<file path="src/rtl/kyber_seq_ctrl.sv">
// Sequencing controller for a Kyber core: streams operands out of the pk/sk/c
// buffers, starts the core, and writes results back, with timeout and abort.
module kyber_seq_ctrl #(
  parameter int PK_CHUNKS   = 50,
  parameter int SK_CHUNKS   = 48,
  parameter int C_CHUNKS    = 48,
  parameter int TIMEOUT_CYC = 65535
) (
  input  logic       s_axi_aclk,
  input  logic       s_axi_aresetn,
  input  logic       start,
  input  logic [1:0] mode,
  input  logic       abort,
  input  logic       core_finish,
  output logic       core_start,
  output logic [1:0] buf_sel,
  output logic [5:0] buf_addr,
  output logic       buf_re,
  output logic       load_valid,
  output logic       buf_we,
  output logic       busy,
  output logic       done,
  output logic       err
);

  typedef enum logic [1:0] {
    S_IDLE  = 2'd0,
    S_LOAD  = 2'd1,
    S_RUN   = 2'd2,
    S_STORE = 2'd3
  } state_e;

  localparam logic [1:0] SEL_PK   = 2'd0;
  localparam logic [1:0] SEL_SK   = 2'd1;
  localparam logic [1:0] SEL_C    = 2'd2;
  localparam logic [1:0] MODE_KG  = 2'd0;
  localparam logic [1:0] MODE_DEC = 2'd2;
  localparam logic [1:0] MODE_RSV = 2'd3;
  localparam int         CNT_W    = (TIMEOUT_CYC > 1) ? $clog2(TIMEOUT_CYC + 1) : 1;

  state_e             state_q;
  logic [1:0]         mode_q;
  logic               seg_q;
  logic               drain_q;
  logic [CNT_W-1:0]   run_cnt_q;
  logic               core_start_q;
  logic [1:0]         buf_sel_q;
  logic [5:0]         buf_addr_q;
  logic               buf_re_q;
  logic               load_valid_q;
  logic               buf_we_q;
  logic               busy_q;
  logic               done_q;
  logic               err_q;

  logic               at_last_addr_s;
  logic               at_final_seg_s;
  logic               run_timeout_s;
  logic               finish_ok_s;

  function automatic logic [5:0] last_addr(input logic [1:0] sel);
    case (sel)
      SEL_PK:  last_addr = 6'(PK_CHUNKS - 1);
      SEL_SK:  last_addr = 6'(SK_CHUNKS - 1);
      SEL_C:   last_addr = 6'(C_CHUNKS - 1);
      default: last_addr = 6'd0;
    endcase
  endfunction

  // Buffer addressed by segment `seg` of the load or store phase for mode `m`.
  function automatic logic [1:0] seg_sel(input logic is_store, input logic [1:0] m,
                                         input logic seg);
    if (is_store) begin
      if (m == MODE_KG) seg_sel = seg ? SEL_SK : SEL_PK;
      else              seg_sel = SEL_C;
    end else begin
      if (m == MODE_DEC) seg_sel = seg ? SEL_C : SEL_SK;
      else               seg_sel = SEL_PK;
    end
  endfunction

  function automatic logic final_seg(input logic is_store, input logic [1:0] m,
                                     input logic seg);
    if (is_store) final_seg = (m == MODE_KG) ? seg : 1'b1;
    else          final_seg = (m == MODE_DEC) ? seg : 1'b1;
  endfunction

  assign at_last_addr_s = (buf_addr_q == last_addr(buf_sel_q));
  assign at_final_seg_s = final_seg(state_q == S_STORE, mode_q, seg_q);
  assign run_timeout_s  = (run_cnt_q == CNT_W'(TIMEOUT_CYC - 1));
  // The core may not finish in the very cycle it is started.
  assign finish_ok_s    = core_finish && !core_start_q;

  // Sequencer state machine with all host and buffer outputs registered.
  always_ff @(posedge s_axi_aclk or negedge s_axi_aresetn) begin
    if (!s_axi_aresetn) begin
      state_q      <= S_IDLE;
      mode_q       <= 2'd0;
      seg_q        <= 1'b0;
      drain_q      <= 1'b0;
      run_cnt_q    <= '0;
      core_start_q <= 1'b0;
      buf_sel_q    <= 2'd0;
      buf_addr_q   <= 6'd0;
      buf_re_q     <= 1'b0;
      load_valid_q <= 1'b0;
      buf_we_q     <= 1'b0;
      busy_q       <= 1'b0;
      done_q       <= 1'b0;
      err_q        <= 1'b0;
    end else begin
      load_valid_q <= buf_re_q;
      core_start_q <= 1'b0;
      if (abort && (state_q != S_IDLE)) begin
        state_q    <= S_IDLE;
        seg_q      <= 1'b0;
        drain_q    <= 1'b0;
        run_cnt_q  <= '0;
        buf_sel_q  <= 2'd0;
        buf_addr_q <= 6'd0;
        buf_re_q   <= 1'b0;
        buf_we_q   <= 1'b0;
        busy_q     <= 1'b0;
        done_q     <= 1'b0;
        err_q      <= 1'b1;
      end else begin
        case (state_q)
          S_IDLE: begin
            seg_q      <= 1'b0;
            drain_q    <= 1'b0;
            run_cnt_q  <= '0;
            buf_sel_q  <= 2'd0;
            buf_addr_q <= 6'd0;
            buf_re_q   <= 1'b0;
            buf_we_q   <= 1'b0;
            if (start) begin
              if (mode == MODE_RSV) begin
                err_q  <= 1'b1;
                done_q <= 1'b0;
                busy_q <= 1'b0;
              end else begin
                mode_q <= mode;
                err_q  <= 1'b0;
                done_q <= 1'b0;
                busy_q <= 1'b1;
                if (mode == MODE_KG) begin
                  state_q      <= S_RUN;
                  core_start_q <= 1'b1;
                end else begin
                  state_q   <= S_LOAD;
                  buf_re_q  <= 1'b1;
                  buf_sel_q <= seg_sel(1'b0, mode, 1'b0);
                end
              end
            end
          end

          S_LOAD: begin
            // After the final read, one drain cycle lets load_valid cover it.
            if (drain_q) begin
              drain_q      <= 1'b0;
              state_q      <= S_RUN;
              core_start_q <= 1'b1;
              run_cnt_q    <= '0;
            end else if (at_last_addr_s) begin
              buf_addr_q <= 6'd0;
              if (at_final_seg_s) begin
                buf_re_q  <= 1'b0;
                buf_sel_q <= 2'd0;
                drain_q   <= 1'b1;
              end else begin
                seg_q     <= 1'b1;
                buf_sel_q <= seg_sel(1'b0, mode_q, 1'b1);
              end
            end else begin
              buf_addr_q <= buf_addr_q + 6'd1;
            end
          end

          S_RUN: begin
            if (finish_ok_s) begin
              run_cnt_q <= '0;
              if (mode_q == MODE_DEC) begin
                state_q <= S_IDLE;
                busy_q  <= 1'b0;
                done_q  <= 1'b1;
              end else begin
                state_q    <= S_STORE;
                seg_q      <= 1'b0;
                buf_we_q   <= 1'b1;
                buf_sel_q  <= seg_sel(1'b1, mode_q, 1'b0);
                buf_addr_q <= 6'd0;
              end
            end else if (run_timeout_s) begin
              state_q   <= S_IDLE;
              run_cnt_q <= '0;
              busy_q    <= 1'b0;
              done_q    <= 1'b0;
              err_q     <= 1'b1;
            end else begin
              run_cnt_q <= run_cnt_q + CNT_W'(1);
            end
          end

          S_STORE: begin
            if (at_last_addr_s) begin
              buf_addr_q <= 6'd0;
              if (at_final_seg_s) begin
                state_q   <= S_IDLE;
                buf_we_q  <= 1'b0;
                buf_sel_q <= 2'd0;
                seg_q     <= 1'b0;
                busy_q    <= 1'b0;
                done_q    <= 1'b1;
              end else begin
                seg_q     <= 1'b1;
                buf_sel_q <= seg_sel(1'b1, mode_q, 1'b1);
              end
            end else begin
              buf_addr_q <= buf_addr_q + 6'd1;
            end
          end

          default: begin
            state_q  <= S_IDLE;
            buf_re_q <= 1'b0;
            buf_we_q <= 1'b0;
            busy_q   <= 1'b0;
          end
        endcase
      end
    end
  end

  assign core_start = core_start_q;
  assign buf_sel    = buf_sel_q;
  assign buf_addr   = buf_addr_q;
  assign buf_re     = buf_re_q;
  assign load_valid = load_valid_q;
  assign buf_we     = buf_we_q;
  assign busy       = busy_q;
  assign done       = done_q;
  assign err        = err_q;

endmodule

</file>
<file path="config.mk">
export PLATFORM = sky130hd
export DESIGN_NAME = kyber_seq_ctrl
export DESIGN_NICKNAME = d
export VERILOG_FILES = /design/src/rtl/kyber_seq_ctrl.sv
export SDC_FILE = /design/constraint.sdc
export NUM_CORES = 1
export LEC_CHECK = 0
export ABC_AREA = 1
export ABC_CLOCK_PERIOD_IN_PS = 1600
export BUFFER_PORTS_ARGS = -buffer_cell sky130_fd_sc_hd__buf_2
export CAP_MARGIN = 5
export CORE_MARGIN = 2
export CORE_UTILIZATION = 54
export DETAILED_ROUTE_END_ITERATION = 6
export MAX_ROUTING_LAYER = met4
export PLACE_DENSITY = 0.86
export SKIP_LAST_GASP = 1
export SYNTH_ARGS = -nofsm -noshare
export SYNTH_HDL_FRONTEND = slang
export SYNTH_SLANG_ARGS = --single-unit
</file>
<file path="constraint.sdc">
create_clock -name s_axi_aclk -period 1.6 [get_ports s_axi_aclk]
set_input_delay 0.16 -clock s_axi_aclk [delete_from_list [all_inputs] [get_ports s_axi_aclk]]
set_output_delay 0.16 -clock s_axi_aclk [all_outputs]
set_load 0.005 [all_outputs]
</file>
==> results of run 1 <==
## placed cells by master, fill, tap and decap left out, types with 2 or more instances in the layout
cell type,instances
a21oi_1,10
a21oi_4,3
buf_2,21
buf_4,30
clkbuf_8,6
clkinvlp_4,2
dfrtp_1,37
ha_1,10
ha_4,4
inv_1,35
inv_2,9
inv_4,3
inv_8,2
nand2_1,82
nand2_2,7
nand2_4,6
nand2_8,2
nand3_1,15
nand3_2,5
nand3_4,2
nand3b_1,2
nand4_1,5
nor2_1,30
nor2_2,8
nor2_4,3
nor2_8,2
nor3_1,7
nor3_2,2
o21ai_0,7
o21ai_1,12
xor2_1,5
## flip-flops by register name (all words and copies together), names as in the netlist
register,count
run_cnt_q,16
buf_addr,6
buf_sel,2
mode_q,2
state_q,2
buf_re,1
buf_we,1
busy,1
core_start,1
done,1
drain_q,1
err,1
load_valid,1
seg_q,1
## critical path, cell delays in order (launching register included)
cell     delay (ps)
dfrtp_1         410
inv_2           130
ha_4            180
inv_4            50
nand2_8          90
inv_6            60
nor2_8          150
nand2_4          70
nand2_4         110
nor2_1           70
xor2_1          200
nor2_2           60
## report_power, final
group	internal (W)	switching (W)
Clock	0.000340	0.000335
Sequential	0.00111	0.000148
Combinational	0.00117	0.00169
Total	0.00262	0.00217
## final timing paths
kind                                        start                        end  slack, ps
max in group asynchronous           s_axi_aresetn   run_cnt_q[6]$_DFFE_PN0P_        850
hold reg to reg                buf_re$_DFFE_PN0P_       load_valid$_DFF_PN0_        420
hold / removal                              start         buf_re$_DFFE_PN0P_        190
setup reg to reg           state_q[1]$_DFFE_PN0P_    buf_addr[3]$_DFFE_PN0P_       -110
min in group asynchronous           s_axi_aresetn  run_cnt_q[11]$_DFFE_PN0P_        430
setup / recovery           state_q[1]$_DFFE_PN0P_    buf_addr[3]$_DFFE_PN0P_       -110
## area by class of cell
type	instances	area [sq um]
multi-input combinational	240	1520
inverter	50	215
fill	324	1190
timing repair inverter	1	7.51
clock inverter	1	7.51
clock buffer	6	82.6
timing repair buffer	52	340
tap	52	65.1
sequential	37	926
## cells by family after synthesis
kind of cell / synth area share
simple gates: 0.350
buf+inv: 0.0814
compound gates: 0.0937
flops: 0.381
fa+ha+maj: 0.0721
xor+xnor: 0.0216
## through the flow
stage | instance area (sq um) | setup TNS, ps
floorplan | 2440 | 0
global placement | 2820 | -121
detailed placement | 2820 | -1310
CTS | 3010 | -848
global route | 3170 | -4760
finish | 3170 | -1440
## repair_timing
item | 4_1_cts | 5_1_grt
pin swaps | 14 | 14
endpoints found under the hold margin | 37 | 0
setup buffers | 3 | 0
resized for setup | 23 | 37
setup endpoints to repair | 29 | 31
cloned | 1 | 1
hold buffers | 1 | 0
## routing by layer
metal,vias to the layer above,part of all wire
met5,-,0
met4,0,0.030
met3,18,0.035
met2,58,0.50
met1,1097,0.43
li1,1160,-
==> flow_metrics.tcl, run 1 <==
set metrics [dict create \
    status "complete, but fails checks" \
    violations "negative setup slack" \
    timing.fmax_ghz 0.584 \
    die_h_um 71.1 \
    timing.critical_path.to_type "flop" \
    hpwl_mm 4.06 \
    drtAntennaViolNets 0 \
    critPathLaunchType "flop" \
    finalHoldViolCount 0 \
    fin_skew_ps 6.35 \
    grt_max_degree 38 \
    syn_to_final_growth_pct 30.3 \
    pre_cts_slack_ps -90.9 \
    grt_pass1_vias 2172 \
    gp_congestion 0.906 \
    post-route-period-util 1.07 \
    fin_ws_ps -112 \
    cap_violations 0 \
    required_ps 1780 \
    first_pass_iters 4 \
    yosysSeqAreaShare 0.381 \
    vias 2333 \
    grt_busiest_layer "met2" \
    rsz0062_at_grt "yes" \
    ir_drop_v 0.000913 \
    grt_use_met2 0.389 \
    grt.overflow.total 0 \
    cts_tree "yes" \
    instances_no_fill 439 \
    synthMostInstantiatedCell "nand2_1" \
    routedWlPerCell_um 13.7 \
    synth.avg_cell_area_sq_um 7.45 \
    synth_edf_count 0 \
    synthCells 326 \
    die_w_um 71.1 \
    relSlewSlack 0.700 \
    grt_antenna_before_repair 0 \
    drive_above_1_share 0.320 \
    met1_usage 0.302 \
    die_area_sq_um 5050 \
    critPathMaxFanout 5 \
    row_count 24 \
    worstSetupPathType "flop to flop" \
    totalWireLength_mm 6.03 \
    setup_viol 31 \
    clk_latency_ps 290 \
    slew_violations 0 \
    async_flop_share 1.00 \
    synth_area_sq_um 2430 \
    viasPerCell 5.31 \
    dr.first_iter.drc_count 155 \
    r2r_cells 11 \
    grt_pass1_wl_mm 9.34 \
    synth_nets 347 \
    cts_htree_levels 2 \
    ys_ff_latch 37 \
    yosys_warnings 0 \
    min_path_type "input pin to flop" \
    synth_top_area_frac 0.381 \
    total_power_w 0.00479 \
    whs_ps 194 \
    use_met3 0.0470 \
    worstMarginPinSlew_ps 450 \
    power_density_nw_per_um2 1510 \
    synth_commonest_cells "nand2_1, inv_1, nor2_1, dfrtp_1, nand3_1" \
    dp.cells 426 \
    synth_cell_type_count 33 \
    final_nets 408 \
    leakage_nw 1.55 \
    diodes 0 \
    io_buffers 21 \
    clkTransAtPathRegs_ps 70 \
    clockBufferDepth 2 \
    grtUsageTotal 0.242 \
    io_pins 22 \
    min_period_ps 1710 \
    synth_top_area_cell "dfrtp_1" \
    ys_top_cells_by_area "dfrtp_1, nand2_1, ha_1" \
    postLayoutCoreUtil 0.727 \
    cts.sinks 37 \
    synth_ff_type "dfrtp_1" \
    cts_root_buffer "clkbuf_8" \
    initial_core_util 0.558 \
    drc 0 \
    cts_buffers 5 \
    hold_depth 3 \
    coreArea_sq_um 4350 \
    crit_arrival_ps 1890 \
]
No activity file was read; power rests on OpenSTA's default activity.
==> inputs of run 2 (changes only) <==
Settings changed: ABC_CLOCK_PERIOD_IN_PS 1600 to 1700, CORE_UTILIZATION 54 to 59, PLACE_DENSITY 0.86 to 0.89.
Clock period 1.6 ns to 1.7 ns, I/O delays scaled along.
==> flow_metrics.tcl, run 2 (synthesis results as in run 1) <==
set metrics [dict create \
    status "complete, but fails checks" \
    violations "negative setup slack" \
    die_h_um 68.2 \
    first_pass_iters 5 \
    switching_share 0.451 \
    pwr-share-seq 0.294 \
    routedWlPerCell_um 13.9 \
    use_met3 0.0592 \
    crit_arrival_ps 1940 \
    diodes 0 \
    dr.first_iter.drc_count 220 \
    path_delay_family "buffers and inverters" \
    viasPerCell 5.51 \
    leakage_nw 1.46 \
    slew_violations 0 \
    slowest_stage "dfrtp_1" \
    n_fill_cell 279 \
    io_pins 22 \
    initial_core_util 0.612 \
    fin_skew_ps 11.6 \
    grt_use_met2 0.426 \
    r2r_start "buf_sel[0]$_DFFE_PN0P_" \
    setup_viol 7 \
    setup.worst_path.start "buf_sel[0]$_DFFE_PN0P_" \
    row_count 23 \
    path_cells "inv_2, ha_4, nand2_2, inv_2, nor2_1, nor2_1, nand3_2, buf_6, buf_4, o211ai_2, a21oi_1" \
    clkTransAtPathRegs_ps 80 \
    gp_congestion 0.925 \
    grt_antenna_before_repair 0 \
    totalWireLength_mm 5.86 \
    crit_cells 11 \
    rsz0062_at_grt "yes" \
    io_buffers 21 \
    min_period_ps 1760 \
    drc 0 \
    post-route-period-util 1.04 \
    relSlewSlack 0.728 \
    met1_usage 0.322 \
    syn_to_final_growth_pct 20.9 \
    hpwl_mm 4.28 \
    clk_latency_ps 290 \
    largest_reg_flops 16 \
    grt_pass1_wl_mm 8.80 \
    p_sw_w 0.00181 \
    setup_tns_ps -264 \
    drive_above_1_share 0.247 \
    cts_buffers 5 \
    worstSetupPathType "flop to flop" \
    required_ps 1880 \
    grt_max_degree 21 \
    layout_commonest_cell "nand2_1" \
    cp_num_buf_inv 4 \
    grt_busiest_layer "met2" \
    grt.overflow.total 0 \
    cpPeakStageDelay_ps 410 \
    timing.fmax_ghz 0.567 \
    critPathCapture "buf_addr[0]$_DFFE_PN0P_" \
    clockBufferDepth 2 \
    critPathMaxFanout 4 \
    vias 2325 \
    pre_cts_slack_ps -61.7 \
    cap_violations 0 \
    regToRegEndpoint "buf_addr[0]$_DFFE_PN0P_" \
    cts.sinks 37 \
    r2r_setup_slack_ps -60 \
    coreArea_sq_um 3970 \
    die_area_sq_um 4650 \
    r2r_cells 11 \
    cts_root_buffer "clkbuf_8" \
    most-common-layout-cells "nand2_1, nor2_1, dfrtp_1" \
    timing.critical_path.to_type "flop" \
    ir_drop_v 0.00102 \
    worstHoldStart "start" \
    cts_htree_levels 2 \
    final_nets 392 \
    top_register "run_cnt_q" \
    min_path_type "input pin to flop" \
    share_comb_of_total_power 0.545 \
    cts_tree "yes" \
    clkPwrFrac 0.161 \
    worstMarginPinSlew_ps 409 \
    p_int_w 0.00221 \
    power_density_nw_per_um2 1370 \
    die_w_um 68.2 \
    grt_pass1_vias 2061 \
    fin_ws_ps -64.1 \
    drtAntennaViolNets 0 \
    grtUsageTotal 0.262 \
    finalHoldViolCount 0 \
    critPathLaunchType "flop" \
]
==> run 2: layer usage <==
metal | vias to the layer above | part of all wire
met5 | - | 0
met4 | 0 | 0.026
met3 | 19 | 0.069
met2 | 117 | 0.48
met1 | 1055 | 0.43
li1 | 1134 | -
==> run 2: worst min-delay path, stage by stage <==
cell and delay, ps:
buf_2 110, nand4_1 100, o21ai_1 80
==> run 2: how the worst min path moves through the flow <==
stage	to	slack (ps)	cells after the start
after floorplan	buf_addr[0]$_DFFE_PN0P_	-130	0
after detailed placement	state_q[0]$_DFFE_PN0P_	130	1
final	buf_re$_DFFE_PN0P_	210	3
after global routing	buf_re$_DFFE_PN0P_	210	3
after global placement	state_q[0]$_DFFE_PN0P_	130	1
after CTS	buf_re$_DFFE_PN0P_	200	3
==> run 2: power by group through the flow <==
stage | sequential, W | combinational (W) | clock (W)
after floorplan | 0.00119 | 0.00131 | 0
after global placement | 0.00118 | 0.00182 | 0
after detailed placement | 0.00119 | 0.00189 | 0
after CTS | 0.00117 | 0.00196 | 0.000656
after global routing | 0.00121 | 0.00243 | 0.000683
final | 0.00119 | 0.00219 | 0.000646
==> run 2: timing repair <==
item	4_1_cts	5_1_grt
gates resized for setup	10	22
setup endpoints to repair	5	29
endpoints found under the hold margin	17	0
pin swaps	3	11
hold buffers	1	0
gates cloned	0	1
setup buffers	1	4
==> run 2: area by class of cell <==
type | instances | area, sq um | area share
clock buffer | 6 | 82.6 | 0.0281
clock inverter | 2 | 13.8 | 0.00468
inverter | 50 | 200 | 0.0681
multi-input combinational | 240 | 1410 | 0.480
sequential | 37 | 926 | 0.315
tap | 50 | 62.6 | 0.0213
timing repair buffer | 37 | 244 | 0.0830
==> run 2: stage by stage <==
stage | cell area (sq um) | util | hold WS (ps) | power, W | cells
final | 2940 | 0.740 | 211 | 0.00403 | 422
after global routing | 2940 | 0.740 | 211 | 0.00432 | 422
after CTS | 2830 | 0.712 | 196 | 0.00379 | 417
after detailed placement | 2690 | 0.676 | 128 | 0.00308 | 407
after global placement | 2690 | 0.676 | 126 | 0.00300 | 407
after floorplan | 2430 | - | -126 | 0.00250 | 326
==> inputs of run 3 (changes only) <==
Settings changed: ABC_AREA 1 to 0, PLACE_DENSITY 0.89 to 0.86, TNS_END_PERCENT set to 20.
==> flow_metrics.tcl, run 3 <==
set metrics [dict create \
    status "complete, but fails checks" \
    violations "negative setup slack" \
    timing.critical_path.to_type "flop" \
    yosysSeqAreaShare 0.397 \
    setup_tns_ps -15390 \
    share_comb_of_total_power 0.570 \
    total_power_w 0.00439 \
    worstMarginPinSlew_ps 670 \
    pwr-share-seq 0.268 \
    slew_violations 0 \
    cap_violations 0 \
    dr.first_iter.drc_count 446 \
    synth_area_sq_um 2330 \
    top_register "run_cnt_q" \
    io_pins 22 \
    grt.overflow.total 0 \
    r2r_start "buf_sel[0]$_DFFE_PN0P_" \
    setup_viol 35 \
    hpwl_mm 4.57 \
    routedWlPerCell_um 18.5 \
    drtAntennaViolNets 0 \
    coreArea_sq_um 3720 \
    grt_pass1_wl_mm 11.3 \
    fin_skew_ps 8.44 \
    drc 0 \
    grt_pass1_vias 2327 \
    synth_top_area_frac 0.397 \
    cts_root_buffer "clkbuf_8" \
    drive_above_1_share 0.331 \
    synth_ff_type "dfrtp_1" \
    timing.fmax_ghz 0.424 \
    die_w_um 66.8 \
    dp.cells 381 \
    ys_top_cells_by_area "dfrtp_1, ha_1, nand3_1" \
    diodes 0 \
    setup.worst_path.start "buf_sel[0]$_DFFE_PN0P_" \
    instances_no_fill 395 \
    clkPwrFrac 0.161 \
    grt_max_degree 38 \
    totalWireLength_mm 7.31 \
    switching_share 0.410 \
    synth_top_area_cell "dfrtp_1" \
    power_density_nw_per_um2 1390 \
    syn_to_final_growth_pct 35.9 \
    first_pass_iters 7 \
    largest_reg_flops 16 \
    row_count 22 \
    clockBufferDepth 2 \
    fin_ws_ps -661 \
    grt_antenna_before_repair 0 \
    yosys_warnings 0 \
    synth_edf_count 0 \
    required_ps 1860 \
    die_area_sq_um 4470 \
    synthCells 261 \
    cts_buffers 5 \
    synth_commonest_cells "dfrtp_1, nand3_1, nand2_1, o21ai_0" \
    min_path_type "input pin to flop" \
    finalHoldViolCount 0 \
    io_buffers 21 \
    placed_area_sq_um 2920 \
    synth.avg_cell_area_sq_um 8.93 \
    clk_latency_ps 300 \
    cts_htree_levels 2 \
    viasPerCell 6.36 \
    relSlewSlack 0.549 \
    p_sw_w 0.00180 \
    layout_commonest_cell "buf_4" \
    crit_arrival_ps 2520 \
    grtUsageTotal 0.350 \
    clkTransAtPathRegs_ps 80 \
    cts.sinks 37 \
    ys_ff_latch 37 \
    p_int_w 0.00259 \
    min_period_ps 2360 \
    worstSetupPathType "flop to flop" \
    ir_drop_v 0.000629 \
    synth_nets 282 \
    gp_congestion 0.954 \
    critPathMaxFanout 4 \
    final_nets 367 \
    worstHoldStart "mode[1]" \
    rsz0062_at_grt "yes" \
    most-common-layout-cells "buf_4, dfrtp_1, nand3_1" \
    design_area_sq_um 3170 \
    critPathLaunchType "flop" \
    leakage_nw 1.53 \
    cts_tree "yes" \
    async_flop_share 1.00 \
    whs_ps 184 \
    post-route-period-util 1.39 \
    die_h_um 66.8 \
    initial_core_util 0.627 \
    synth_cell_type_count 47 \
    vias 2513 \
    synthMostInstantiatedCell "dfrtp_1" \
]
-- run 3: cell count changes after synthesis, moves of 6 or more --
cell,before,now
nand2_4,6,0
nor2_1,39,10
and3_1,0,6
nand3_1,18,30
inv_1,41,14
nand2_1,89,26
o311ai_0,0,7
clkbuf_1,0,8
inv_2,6,0
-- run 3: layer usage --
layer  vias up  global-route usage  share of wire
met5         -                   -              0
met4         0               0.173          0.040
met3        35              0.0574          0.076
met2       135               0.585           0.49
met1      1211               0.409           0.39
li1       1132                   -              -
-- run 3: worst max-delay path, stage by stage, from the launching register on --
cell,delay [ps]
dfrtp_1,400
inv_2,80
ha_4,200
or4_4,440
a221oi_4,350
nor2_4,100
or2_4,290
o31ai_1,350
-- run 3: cells by family after synthesis --
| group | after synthesis | share of synthesized area |
|---|---|---|
| adders and majority gates | 14 | 0.0752 |
| and+or+nand+nor | 118 | 0.267 |
| DFF | 37 | 0.397 |
| xor gates and xnor gates | 2 | 0.00752 |
| buffers and inverters | 22 | 0.0354 |
| AOI/OAI and AO/OA | 60 | 0.181 |
| muxes | 8 | 0.0365 |
-- run 3: worst paths after layout --
check / end / slack [ps] / cells after the start
max: buf_sel[1]$_DFFE_PN0P_ / -660 / 7
min: mode_q[1]$_DFFE_PN0P_ / 180 / 2
max reg2reg: buf_sel[1]$_DFFE_PN0P_ / -660 / 7
min reg2reg: load_valid$_DFF_PN0_ / 470 / 0
max in group asynchronous: state_q[1]$_DFFE_PN0P_ / 910 / 3
min in group asynchronous: buf_sel[0]$_DFFE_PN0P_ / 440 / 3
-- run 3: stage by stage --
step	utilization	worst slack (ps)
3_3_place_gp	0.786	-610
2_1_floorplan	-	-642
3_5_place_dp	0.786	-657
6_report	0.852	-661
5_1_grt	0.852	-670
4_1_cts	0.837	-614
-- run 3: final cells by class --
cell class | count | area [sq um]
clock buffers | 7 | 96.3
inverters | 14 | 52.6
well taps | 48 | 60.1
multi-input cells | 202 | 1420
fillers | 199 | 549
flip-flops and latches | 37 | 926
repair buffers | 86 | 611
clock inverters | 1 | 5.00
-- run 3: timing repair --
action,in CTS,in global routing
endpoints found under the setup margin,35,35
gates cloned,0,0
hold buffers,1,0
setup buffers,4,2
endpoints found under the hold margin,37,0
gates resized for setup,10,14
pin swaps,9,3
-- run 3: power by group through the flow --
stage | sequential (W) | clock, W | combinational, W
3_3_place_gp | 0.00116 | 0 | 0.00201
5_1_grt | 0.00119 | 0.000741 | 0.00266
4_1_cts | 0.00116 | 0.000698 | 0.00229
6_report | 0.00118 | 0.000708 | 0.00250
2_1_floorplan | 0.00119 | 0 | 0.00112
3_5_place_dp | 0.00117 | 0 | 0.00209
